## src/rtl/jt10_adpcm_romif.sv

```systemverilog
// rtl/jt10_adpcm_romif.sv - ADPCM-A/B ROM read arbiter onto a single memory port
// Each client keeps a one-entry address tag; a changed address queues a fetch.
module jt10_adpcm_romif #(
    parameter logic [24:0] A_BASE = 25'h000_0000,
    parameter logic [24:0] B_BASE = 25'h100_0000
) (
    input  logic        clk,
    input  logic        rst,
    input  logic [19:0] adpcma_addr,
    input  logic [3:0]  adpcma_bank,
    input  logic        adpcma_roe_n,
    output logic [7:0]  adpcma_data,
    input  logic [23:0] adpcmb_addr,
    input  logic        adpcmb_roe_n,
    output logic [7:0]  adpcmb_data,
    output logic        mem_req,
    output logic [24:0] mem_addr,
    input  logic        mem_ack,
    input  logic [7:0]  mem_data
);

    typedef enum logic [1:0] {
        IDLE   = 2'd0,
        WAIT_A = 2'd1,
        WAIT_B = 2'd2
    } state_t;

    state_t      state;
    state_t      state_nxt;

    logic [23:0] a_full;
    logic [23:0] last_a;
    logic [23:0] last_b;
    logic        vld_a;
    logic        vld_b;
    logic        pend_a;
    logic        pend_b;
    logic        last_srv_b;
    logic        change_a;
    logic        change_b;
    logic        enter_a;
    logic        enter_b;
    logic        done_a;
    logic        done_b;

    assign a_full   = {adpcma_bank, adpcma_addr};
    assign change_a = ~adpcma_roe_n & (~vld_a | (a_full != last_a));
    assign change_b = ~adpcmb_roe_n & (~vld_b | (adpcmb_addr != last_b));

    always_ff @(posedge clk or posedge rst) begin
        if (rst) begin
            state <= IDLE;
        end else begin
            state <= state_nxt;
        end
    end

    // Round-robin on a tie: the client not served last goes first.
    always_comb begin
        state_nxt = state;
        enter_a   = 1'b0;
        enter_b   = 1'b0;
        done_a    = 1'b0;
        done_b    = 1'b0;
        case (state)
            IDLE: begin
                if (pend_a && (!pend_b || last_srv_b)) begin
                    enter_a   = 1'b1;
                    state_nxt = WAIT_A;
                end else if (pend_b) begin
                    enter_b   = 1'b1;
                    state_nxt = WAIT_B;
                end
            end
            WAIT_A: begin
                if (mem_ack) begin
                    done_a    = 1'b1;
                    state_nxt = IDLE;
                end
            end
            WAIT_B: begin
                if (mem_ack) begin
                    done_b    = 1'b1;
                    state_nxt = IDLE;
                end
            end
            default: state_nxt = IDLE;
        endcase
    end

    // A fresh address change outranks the pending-clear of the fetch just started.
    always_ff @(posedge clk or posedge rst) begin
        if (rst) begin
            last_a <= 24'd0;
            last_b <= 24'd0;
            vld_a  <= 1'b0;
            vld_b  <= 1'b0;
            pend_a <= 1'b0;
            pend_b <= 1'b0;
        end else begin
            if (change_a) begin
                last_a <= a_full;
                vld_a  <= 1'b1;
                pend_a <= 1'b1;
            end else if (enter_a) begin
                pend_a <= 1'b0;
            end
            if (change_b) begin
                last_b <= adpcmb_addr;
                vld_b  <= 1'b1;
                pend_b <= 1'b1;
            end else if (enter_b) begin
                pend_b <= 1'b0;
            end
        end
    end

    always_ff @(posedge clk or posedge rst) begin
        if (rst) begin
            mem_req     <= 1'b0;
            mem_addr    <= 25'd0;
            last_srv_b  <= 1'b1;
            adpcma_data <= 8'd0;
            adpcmb_data <= 8'd0;
        end else begin
            if (enter_a) begin
                mem_req    <= 1'b1;
                mem_addr   <= A_BASE + {1'b0, last_a};
                last_srv_b <= 1'b0;
            end else if (enter_b) begin
                mem_req    <= 1'b1;
                mem_addr   <= B_BASE + {1'b0, last_b};
                last_srv_b <= 1'b1;
            end else if (done_a || done_b) begin
                mem_req <= 1'b0;
            end
            if (done_a) begin
                adpcma_data <= mem_data;
            end
            if (done_b) begin
                adpcmb_data <= mem_data;
            end
        end
    end

endmodule

```

## config.mk

```make
export PLATFORM = sky130hd
export DESIGN_NAME = jt10_adpcm_romif
export DESIGN_NICKNAME = d
export VERILOG_FILES = /design/src/rtl/jt10_adpcm_romif.sv
export SDC_FILE = /design/constraint.sdc
export NUM_CORES = 1
export LEC_CHECK = 0
export ABC_AREA = 1
export CAP_MARGIN = 20
export CORE_MARGIN = 1
export CORE_UTILIZATION = 48
export CTS_BUF_LIST = sky130_fd_sc_hd__clkbuf_8
export CTS_CLUSTER_DIAMETER = 100
export CTS_CLUSTER_SIZE = 14
export DETAILED_ROUTE_END_ITERATION = 10
export HOLD_SLACK_MARGIN = 0.03
export PLACE_DENSITY = 0.86
export SKIP_CTS_REPAIR_TIMING = 1
export SYNTH_ARGS = -nofsm -noshare
export SYNTH_HDL_FRONTEND = slang
export SYNTH_SLANG_ARGS = --single-unit
export TNS_END_PERCENT = 100
```

## constraint.sdc

```tcl
create_clock -name clk -period 3.4 [get_ports clk]
set_clock_uncertainty 0.15 [all_clocks]
set_input_delay 0.68 -clock clk [delete_from_list [all_inputs] [get_ports clk]]
set_output_delay 0.68 -clock clk [all_outputs]
set_load 0.02 [all_outputs]
```

**Word-level counts from Yosys, hierarchy flattened**

Cells that the tools add are included.

- Output and inout port bits: 42
- Flip-flop bits (word level): 97
- Logic and storage cells: 61

- Bitwise operators: 8
- Reduce and logical (&&, ||, !) cells: 11
- Mux-type cells: 23
- Equal/unequal tests: 6
- Add/sub/neg operators: 1

Operator list:

| operator | count |
|---|---|
| $mux W25 | 2 |
| $ne A24 B24 Y1 | 2 |
| $add A25 B24 Y25 const A | 1 |
| $mux W1 | 17 |
| $mux W2 | 3 |
| $reduce_bool A2 Y1 | 3 |
| $not A1 Y1 | 4 |
| $pmux W2 S2 | 1 |
| $ne A3 B3 Y1 const B | 1 |
| $reduce_bool A3 Y1 | 1 |
| $and A1 B1 Y1 | 2 |
| $eq A2 B1 Y1 const B | 1 |
| $eq A2 B2 Y1 const B | 1 |
| $logic_not A2 Y1 | 1 |
| $logic_or A1 B1 Y1 | 2 |
| $ne A2 B1 Y1 const B | 1 |
| $or A1 B1 Y1 | 2 |
| $reduce_and A2 Y1 | 1 |
| $reduce_or A2 Y1 | 1 |
| $logic_and A1 B1 Y1 | 1 |
| $logic_not A1 Y1 | 1 |

**Logic depth before layout (Yosys ltp)**

Gate-level depths: netlist of the first run.

- Word-level depth: 7
- Depth in mapped cells: 11

**Least setup slack after synthesis of the first run**

OpenSTA, ideal clock, no wires.

- Kind: input to register
- Start point: in adpcmb_addr[15]
- End point: reg pend_b
- Library setup time: 121 ps
- Arrival time: 1515 ps
- Setup slack: 1613 ps
- Buffers on the path: 1
- Required time: 3129 ps
- Stages: 10
- Cells stage by stage: inv_1 -> nand2_1 -> o21ai_0 -> nor2_1 -> nand2_1 -> nor2_1 -> nand3_2 -> nand2_4 -> buf_6 -> o21ai_1

- Longest elaborated chain between the ends: 4
- Elaborated cells between the ends (all ways): 5

RTL lines:

| item | line | text |
|---|---|---|
| start, declared | 13 | `input logic [23:0] adpcmb_addr,` |
| $ne A24 B24 Y1 * | 48 | `assign change_b = ~adpcmb_roe_n & (~vld_b \| (adpcmb_addr != last_b));` |
| $or A1 B1 Y1 * | 48 |  |
| $and A1 B1 Y1 * | 48 |  |
| $mux W1 / $reduce_bool A2 Y1 (equally long branches) | n/a |  |
| end signal, assigned | 99 | `pend_b <= 1'b0;` |
| end signal, assigned | 111 | `pend_b <= 1'b1;` |
| end signal, assigned | 113 | `pend_b <= 1'b0;` |
| end, declared | 37 | `logic pend_b;` |

Mark *: on every way between the ends. The rest lies on a longest branch, timed or not.
A chain may end at the register's enable or synchronous reset.

**Worst setup path after layout of the first run**

- Start point: in adpcmb_addr[21]
- End point: reg last_b[18]

- Longest elaborated chain between the ends: 3

RTL lines:

| item | line | text |
|---|---|---|
| $ne A24 B24 Y1 | 48 |  |
| $or A1 B1 Y1 | 48 |  |
| $and A1 B1 Y1 | 48 |  |
| end signal, assigned | 109 | `last_b <= adpcmb_addr;` |
| end, declared | 33 | `logic [23:0] last_b;` |

No other way between the ends.

==> results of run 1 <==
## critical path: stages
cell and delay, ps:
sky130_fd_sc_hd__clkdlybuf4s50_1 530, sky130_fd_sc_hd__inv_1 50, sky130_fd_sc_hd__nand2_1 50, sky130_fd_sc_hd__nand2_1 50, sky130_fd_sc_hd__nor2_1 90, sky130_fd_sc_hd__nand3_1 110
sky130_fd_sc_hd__nor2_1 140, sky130_fd_sc_hd__nand3_2 240, sky130_fd_sc_hd__buf_4 290, sky130_fd_sc_hd__nand3_1 90, sky130_fd_sc_hd__nand2_1 80
## power by group through the flow
| stage | Combinational, uW | Sequential, uW | Clock, uW |
|---|---|---|---|
| 2_1_floorplan | 898 | 1950 | 0 |
| 3_3_place_gp | 1840 | 1700 | 0 |
| 3_5_place_dp | 1920 | 1710 | 0 |
| 4_1_cts | 1920 | 1700 | 777 |
| 5_1_grt | 2130 | 1730 | 812 |
| 6_report | 1910 | 1700 | 766 |
## cells in the mapped netlist (3+ instances only)
library cell               number  area [sq um]
sky130_fd_sc_hd__xor2_1         7          61.3
sky130_fd_sc_hd__inv_1         74           278
sky130_fd_sc_hd__clkbuf_1      11          41.3
sky130_fd_sc_hd__o21ai_0       69           345
sky130_fd_sc_hd__o21ai_1       11          55.1
sky130_fd_sc_hd__nand2_1      242           908
sky130_fd_sc_hd__dfrtp_1       96          2400
sky130_fd_sc_hd__nor2_1        41           154
sky130_fd_sc_hd__ha_1           3          37.5
sky130_fd_sc_hd__clkinv_1       5          18.8
sky130_fd_sc_hd__mux2i_1        3          30.0
sky130_fd_sc_hd__nand3_1       54           270
sky130_fd_sc_hd__buf_2          7          35.0
sky130_fd_sc_hd__buf_6          4          45.0
sky130_fd_sc_hd__xnor2_1        4          35.0
sky130_fd_sc_hd__a21oi_1        3          15.0
## per-stage QoR
stage                util  cells  hold WS [ps]  worst slack, ps
floorplan               -    644           271             37.9
global placement    0.609    862           284              787
detailed placement  0.609    862           299              731
CTS                 0.629    878           323             1120
global route        0.629    878           346              879
finish              0.629    878           322             1080
## metal layers
| layer | share of wire | wire (microns) | GRT usage |
|---|---|---|---|
| met5 | 0 | 0 | 0 |
| met4 | 0.034 | 408 | 0.107 |
| met3 | 0.062 | 748 | 0.0561 |
| met2 | 0.50 | 5990 | 0.416 |
| met1 | 0.41 | 4920 | 0.290 |
## area by class of cell
cell class                 count  area, sq um
fill                         836         3620
inverter                      81          305
multi-input combinational    442         1960
clock inverter                 7         77.6
tap                          133          166
sequential                    97         2430
timing repair buffer         109         1090
clock buffer                   9          124
## worst paths after layout
kind                                         from                         end  slack (ps)
setup / recovery                  adpcmb_addr[21]      last_b[18]$_DFFE_PP0P_        1080
hold / removal                  vld_b$_DFFE_PP0P_           vld_b$_DFFE_PP0P_         320
setup reg to reg           last_b[12]$_DFFE_PP0P_      last_b[18]$_DFFE_PP0P_        1440
hold reg to reg                 vld_b$_DFFE_PP0P_           vld_b$_DFFE_PP0P_         320
max in group asynchronous                     rst      last_srv_b$_DFFE_PP1P_        1850
min in group asynchronous                     rst  adpcma_data[7]$_DFFE_PP0P_         470
## logic make-up after synthesis
kind of cell             count (synthesis)
AO/OA/AOI/OAI                           84
XOR/XNOR                                11
adder cells (fa/ha/maj)                  3
buffers and inverters                  105
flip-flops                              97
multiplexers                             3
AND/OR/NAND/NOR                        341
## flip-flops by register name (all words and copies together), names as in the netlist, 2 cells and up
signal / count
mem_addr: 25
last_a: 24
last_b: 24
adpcma_data: 8
adpcmb_data: 8
state: 2
==> flow_summary.toml, run 1 <==
[yosys]
sequential_fraction_of_the_synthesis_area = 0.503
ys_dominant_reg_cell = "sky130_fd_sc_hd__dfrtp_1"
edff_count_synth = 0
ys_types = 22
post_synth_fa_ha_maj_area_fraction = 0.00777
post_synthesis_compound_gate_area_fraction = 0.0873
syn_inst = 644
synth_xor_area_frac = 0.0199
mappedNetlistNets = 708
synth_top_family_by_area = "simple AND/OR/NAND/NOR gates"
yosys_register_bits = 97
synth_area_sq_um = 4830
postSynthAreaPerCell_sq_um = 7.50
synth-warning-count = 0
synth_simple_gate_area_share = 0.285
post_synth_mux_area_share = 0.00622
asyncSetResetFlopFracSynth = 1.00

[timing]
number_of_failing_setup_endpoints_in_the_final_timing_report = 0
timing.final.max_slew_violations = 0
post-route-period-util = 0.683
layout_min_cycle_time_ps = 2320
max_slew.worst_pin.slew_ps = 641
timing.setup.tns_ps = 0
hold_violations = 0
rsz0062_at_grt = "false"
max_slew_margin = 0.572
achievable-frequency_mhz = 431

[grt]
grt_remaining_overflow = 0
grt_first_pass_wirelength_microns = 19300
grt_start_max_net_pins = 50
grt.total_usage = 0.242
grt_antenna_before_repair = 0
first_global_vias = 4216

[worst_setup_path]
critPathArrivalTime_ps = 2430
rr_worst_depth = 10
critical_path.max_fanout = 14
startpoint_type = "input port"
endpoint_kind = "flip-flop"
critPathRequiredTime_ps = 3510
critical_path_class = "in2reg"

[detailed_routing]
routedWlPerCell_microns = 13.7
first_pass_iteration_count_of_the_detailed_router = 5
drt.antenna.violating_nets = 0
postRouteWirelength_microns = 12100
detailroute.via_count = 4435
avgViaCountPerCell = 5.05
drt_iter0_markers = 292
remaining_drc_errors = 0

[layout]
stdcell_area_sq_um = 6150
final_layout_size_suffix_gt1_frac = 0.0430
syn2layout_area_growth_pct = 27.4
antennaDiodeCount = 0
design.final.nets = 804
commonest_non_fill_non_tap_cell_in_the_layout = "sky130_fd_sc_hd__nand2_1"
layout.cells.most_common_list = "sky130_fd_sc_hd__nand2_1 (242), sky130_fd_sc_hd__clkdlybuf4s50_1 (102), sky130_fd_sc_hd__dfrtp_1 (96), sky130_fd_sc_hd__inv_1 (73), sky130_fd_sc_hd__o21ai_0 (69)"

[power_and_ir_drop]
cellPowerDensity_nw_per_um2 = 711
total_leakage_power_uw = 0.00310
max_rail_drop_vdd_mv = 0.536
switching_power_uw = 1760
sw_frac_of_total = 0.403
internal_power_uw = 2610
power.sequential.fraction = 0.389
power.share.clock = 0.175
comb_power_share = 0.436
fin_total_pwr_uw = 4370

[clock_tree]
clock_tree.buffer_depth = 2
clkLatencyLatePin_ps = 370
clk_root_buffer_cell = "sky130_fd_sc_hd__clkbuf_8"
cts_buf_count = 9
clock_sinks = 97
cts-htree-levels = 3
tritoncts = "yes"
clock_pin_slew_on_the_worst_setup_and_hold_paths_ps = 100

[floorplan]
fp.coreArea_sq_um = 9770
start_util = 0.494
fp.dieW_microns = 102
die_area_sq_um = 10500
floorplan.rows = 36
die_h_microns = 102
top_ports = 103

[placed_design]
instance_area_at_placement_sq_um = 5950
portBuffers = 102
detailed_place_hpwl_microns = 9030
gpl.final_weighted_congestion = 0.850

[worst_hold_path]
hold_class = "reg2reg"
worstHoldPathCells = 2

[job]
max-cap-violations = 0

[status]
outcome = "complete, no violations"
Power figures use the tool's default switching activity.
==> inputs of run 2 (changes only) <==
==> constraint.sdc (replaced) <==
create_clock -name clk -period 2 [get_ports clk]
set_clock_uncertainty 0.15 [all_clocks]
set_input_delay 0.4 -clock clk [delete_from_list [all_inputs] [get_ports clk]]
set_output_delay 0.4 -clock clk [all_outputs]
set_load 0.02 [all_outputs]
==> run 2 against run 1 <==
Worst setup slack worse by 1000 ps. Non-clock buffer count rose by 7. Sequential share of layout area down 1.2 points. Sequential power is 69% higher. First-iteration DRC count is 15% lower. Via count up 3.1%. Design area up 3.0%. Global-route usage grew 0.98 points. Combinational power rose by 74%. Die area unchanged. Hold slack got worse by 120 ps. Cell count rose by 0.91%.
==> flow_summary.toml, run 2 (synthesis gave the netlist of run 1 again) <==
[detailed_routing]
first_pass_iteration_count_of_the_detailed_router = 5
avgViaCountPerCell = 5.16
drt_iter0_markers = 247
routedWlPerCell_microns = 14.4
drt.antenna.violating_nets = 0
remaining_drc_errors = 0
detailroute.via_count = 4571
postRouteWirelength_microns = 12700

[power_and_ir_drop]
total_leakage_power_uw = 0.00321
power.sequential.fraction = 0.377
comb_power_share = 0.436
sw_frac_of_total = 0.390
power.share.clock = 0.186
max_rail_drop_vdd_mv = 0.822
internal_power_uw = 4660
fin_total_pwr_uw = 7640
cellPowerDensity_nw_per_um2 = 1210
switching_power_uw = 2980

[floorplan]
floorplan.rows = 36
die_h_microns = 102
fp.dieW_microns = 102
die_area_sq_um = 10500
top_ports = 103
fp.coreArea_sq_um = 9770
start_util = 0.494

[worst_setup_path]
worstReg2RegEnd = "last_a[9]$_DFFE_PP0P_"
endpoint_kind = "flip-flop"
worst_path_dominant_cell_family = "simple AND/OR/NAND/NOR gates"
cp_common_cell = "sky130_fd_sc_hd__nand2_1"
rr_worst_depth = 10
critical_path.startpoint = "adpcma_addr[9]"
critical_path.slowest_cell = "sky130_fd_sc_hd__clkdlybuf4s50_1"
crit-reg2reg-launch = "last_a[2]$_DFFE_PP0P_"
worst-path-stages = 11
critPathRequiredTime_ps = 2100
path_cells = "clkdlybuf4s50_1 > inv_1 > nand2_1 > nand2_1 > nor2_2 > nand3_1 > nor2_2 > nand3_4 > buf_8 > nand3_1 > nand2_1"
worst-r2r-setup-slack_ps = 140
critical_path.endpoint = "last_a[9]$_DFFE_PP0P_"
critical_path_class = "in2reg"
startpoint_type = "input port"
critPathArrivalTime_ps = 2060
critPathBufInv = 3
cpPeakStageDelay_ps = 530
critical_path.max_fanout = 8

[layout]
final_layout_size_suffix_gt1_frac = 0.0558
design.final.nets = 812
finish.utilization = 0.648
final-instance-count-excl-fill = 886
nFillCells = 797
largest_reg_flops = 25
syn2layout_area_growth_pct = 31.2
commonest_non_fill_non_tap_cell_in_the_layout = "sky130_fd_sc_hd__nand2_1"
largestRegisters = "mem_addr x25, last_a x24, last_b x24"
final-seq-area_sq_um = 2430
layout.cells.most_common_list = "sky130_fd_sc_hd__nand2_1 (242), sky130_fd_sc_hd__clkdlybuf4s50_1 (100), sky130_fd_sc_hd__dfrtp_1 (96), sky130_fd_sc_hd__inv_1 (76), sky130_fd_sc_hd__o21ai_0 (69)"
multi_input_comb_area_sq_um = 2020
max_flop_register = "mem_addr"
antennaDiodeCount = 0

[job]
max-cap-violations = 0

[clock_tree]
clkLatencyLatePin_ps = 370
clk_root_buffer_cell = "sky130_fd_sc_hd__clkbuf_8"
clock_pin_slew_on_the_worst_setup_and_hold_paths_ps = 100
cts_buf_count = 9
cts-htree-levels = 3
clock_tree.buffer_depth = 2
tritoncts = "yes"
clock_sinks = 97

[timing]
timing.final.max_slew_violations = 0
max_slew_margin = 0.681
achievable-frequency_mhz = 512
max_slew.worst_pin.slew_ps = 478
layout_min_cycle_time_ps = 1950
post-route-period-util = 0.976
worst_hold_margin_ps = 199
timing.setup.tns_ps = 0
hold_violations = 0
number_of_failing_setup_endpoints_in_the_final_timing_report = 0

[grt]
first_global_vias = 4351
grt.total_usage = 0.252
grt_start_max_net_pins = 66
grt_remaining_overflow = 0
grt_first_pass_wirelength_microns = 20100
grt_antenna_before_repair = 0

[placed_design]
portBuffers = 102
dpl.cell_count = 867
detailed_place_hpwl_microns = 9110
gpl.final_weighted_congestion = 0.875

[worst_hold_path]
min_from = "adpcma_addr[4]"
hold_class = "in2reg"

[status]
outcome = "complete, no violations"
[run 2: cell types whose count changed in the layout (fill, tap and decap cells not counted), sizes merged, moves of 2 or more]
cell	delta
buf	+6
clkbuf	+3
clkdlybuf4s50	-2
clkinvlp	-3
dlymetal6s2s	+2
[run 2: per-layer routing]
metal,global-route usage,vias to the layer above,share of wire
met5,0,-,0
met4,0.100,0,0.038
met3,0.0616,40,0.068
met2,0.431,193,0.50
li1,-,2212,-
met1,0.306,2126,0.39
[run 2: final cells by class]
cell class,instances,area share
Multi-Input combinational cell,443,0.319
Tap cell,133,0.0263
Sequential cell,97,0.383
Clock buffer,11,0.0239
Clock inverter,5,0.0113
Inverter,81,0.0490
Timing Repair Buffer,116,0.188
[run 2: power groups by stage]
stage	registers, uW	clock network (uW)	logic [uW]
after detailed placement	2910	0	3300
after floorplan	3320	0	1530
after CTS	2880	1440	3320
after global routing	2930	1520	3730
after global placement	2890	0	3170
final	2880	1420	3330
[run 2: stage by stage]
step / area, sq um / setup slack (ps)
after floorplan: 4830 / 303
after global placement: 6000 / -182
after detailed placement: 6000 / -277
after CTS: 6220 / 13.1
after global routing: 6340 / -47.4
final: 6340 / 48.1
[run 2: worst min path at each step]
stage	cells past startpoint	slack, ps	end
3_5_place_dp	2	300	vld_b$_DFFE_PP0P_
4_1_cts	3	320	adpcma_data[0]$_DFFE_PP0P_
3_3_place_gp	2	280	vld_b$_DFFE_PP0P_
5_1_grt	3	200	last_a[4]$_DFFE_PP0P_
2_1_floorplan	2	270	vld_b$_DFFE_PP0P_
6_report	3	200	last_a[4]$_DFFE_PP0P_
[run 2: tightest hold or removal path, delay by kind of cell]
| kind | cells | cell delay [ps] |
|---|---|---|
| and+or+nand+nor | 2 | 150 |
| buffers and inverters | 1 | 130 |
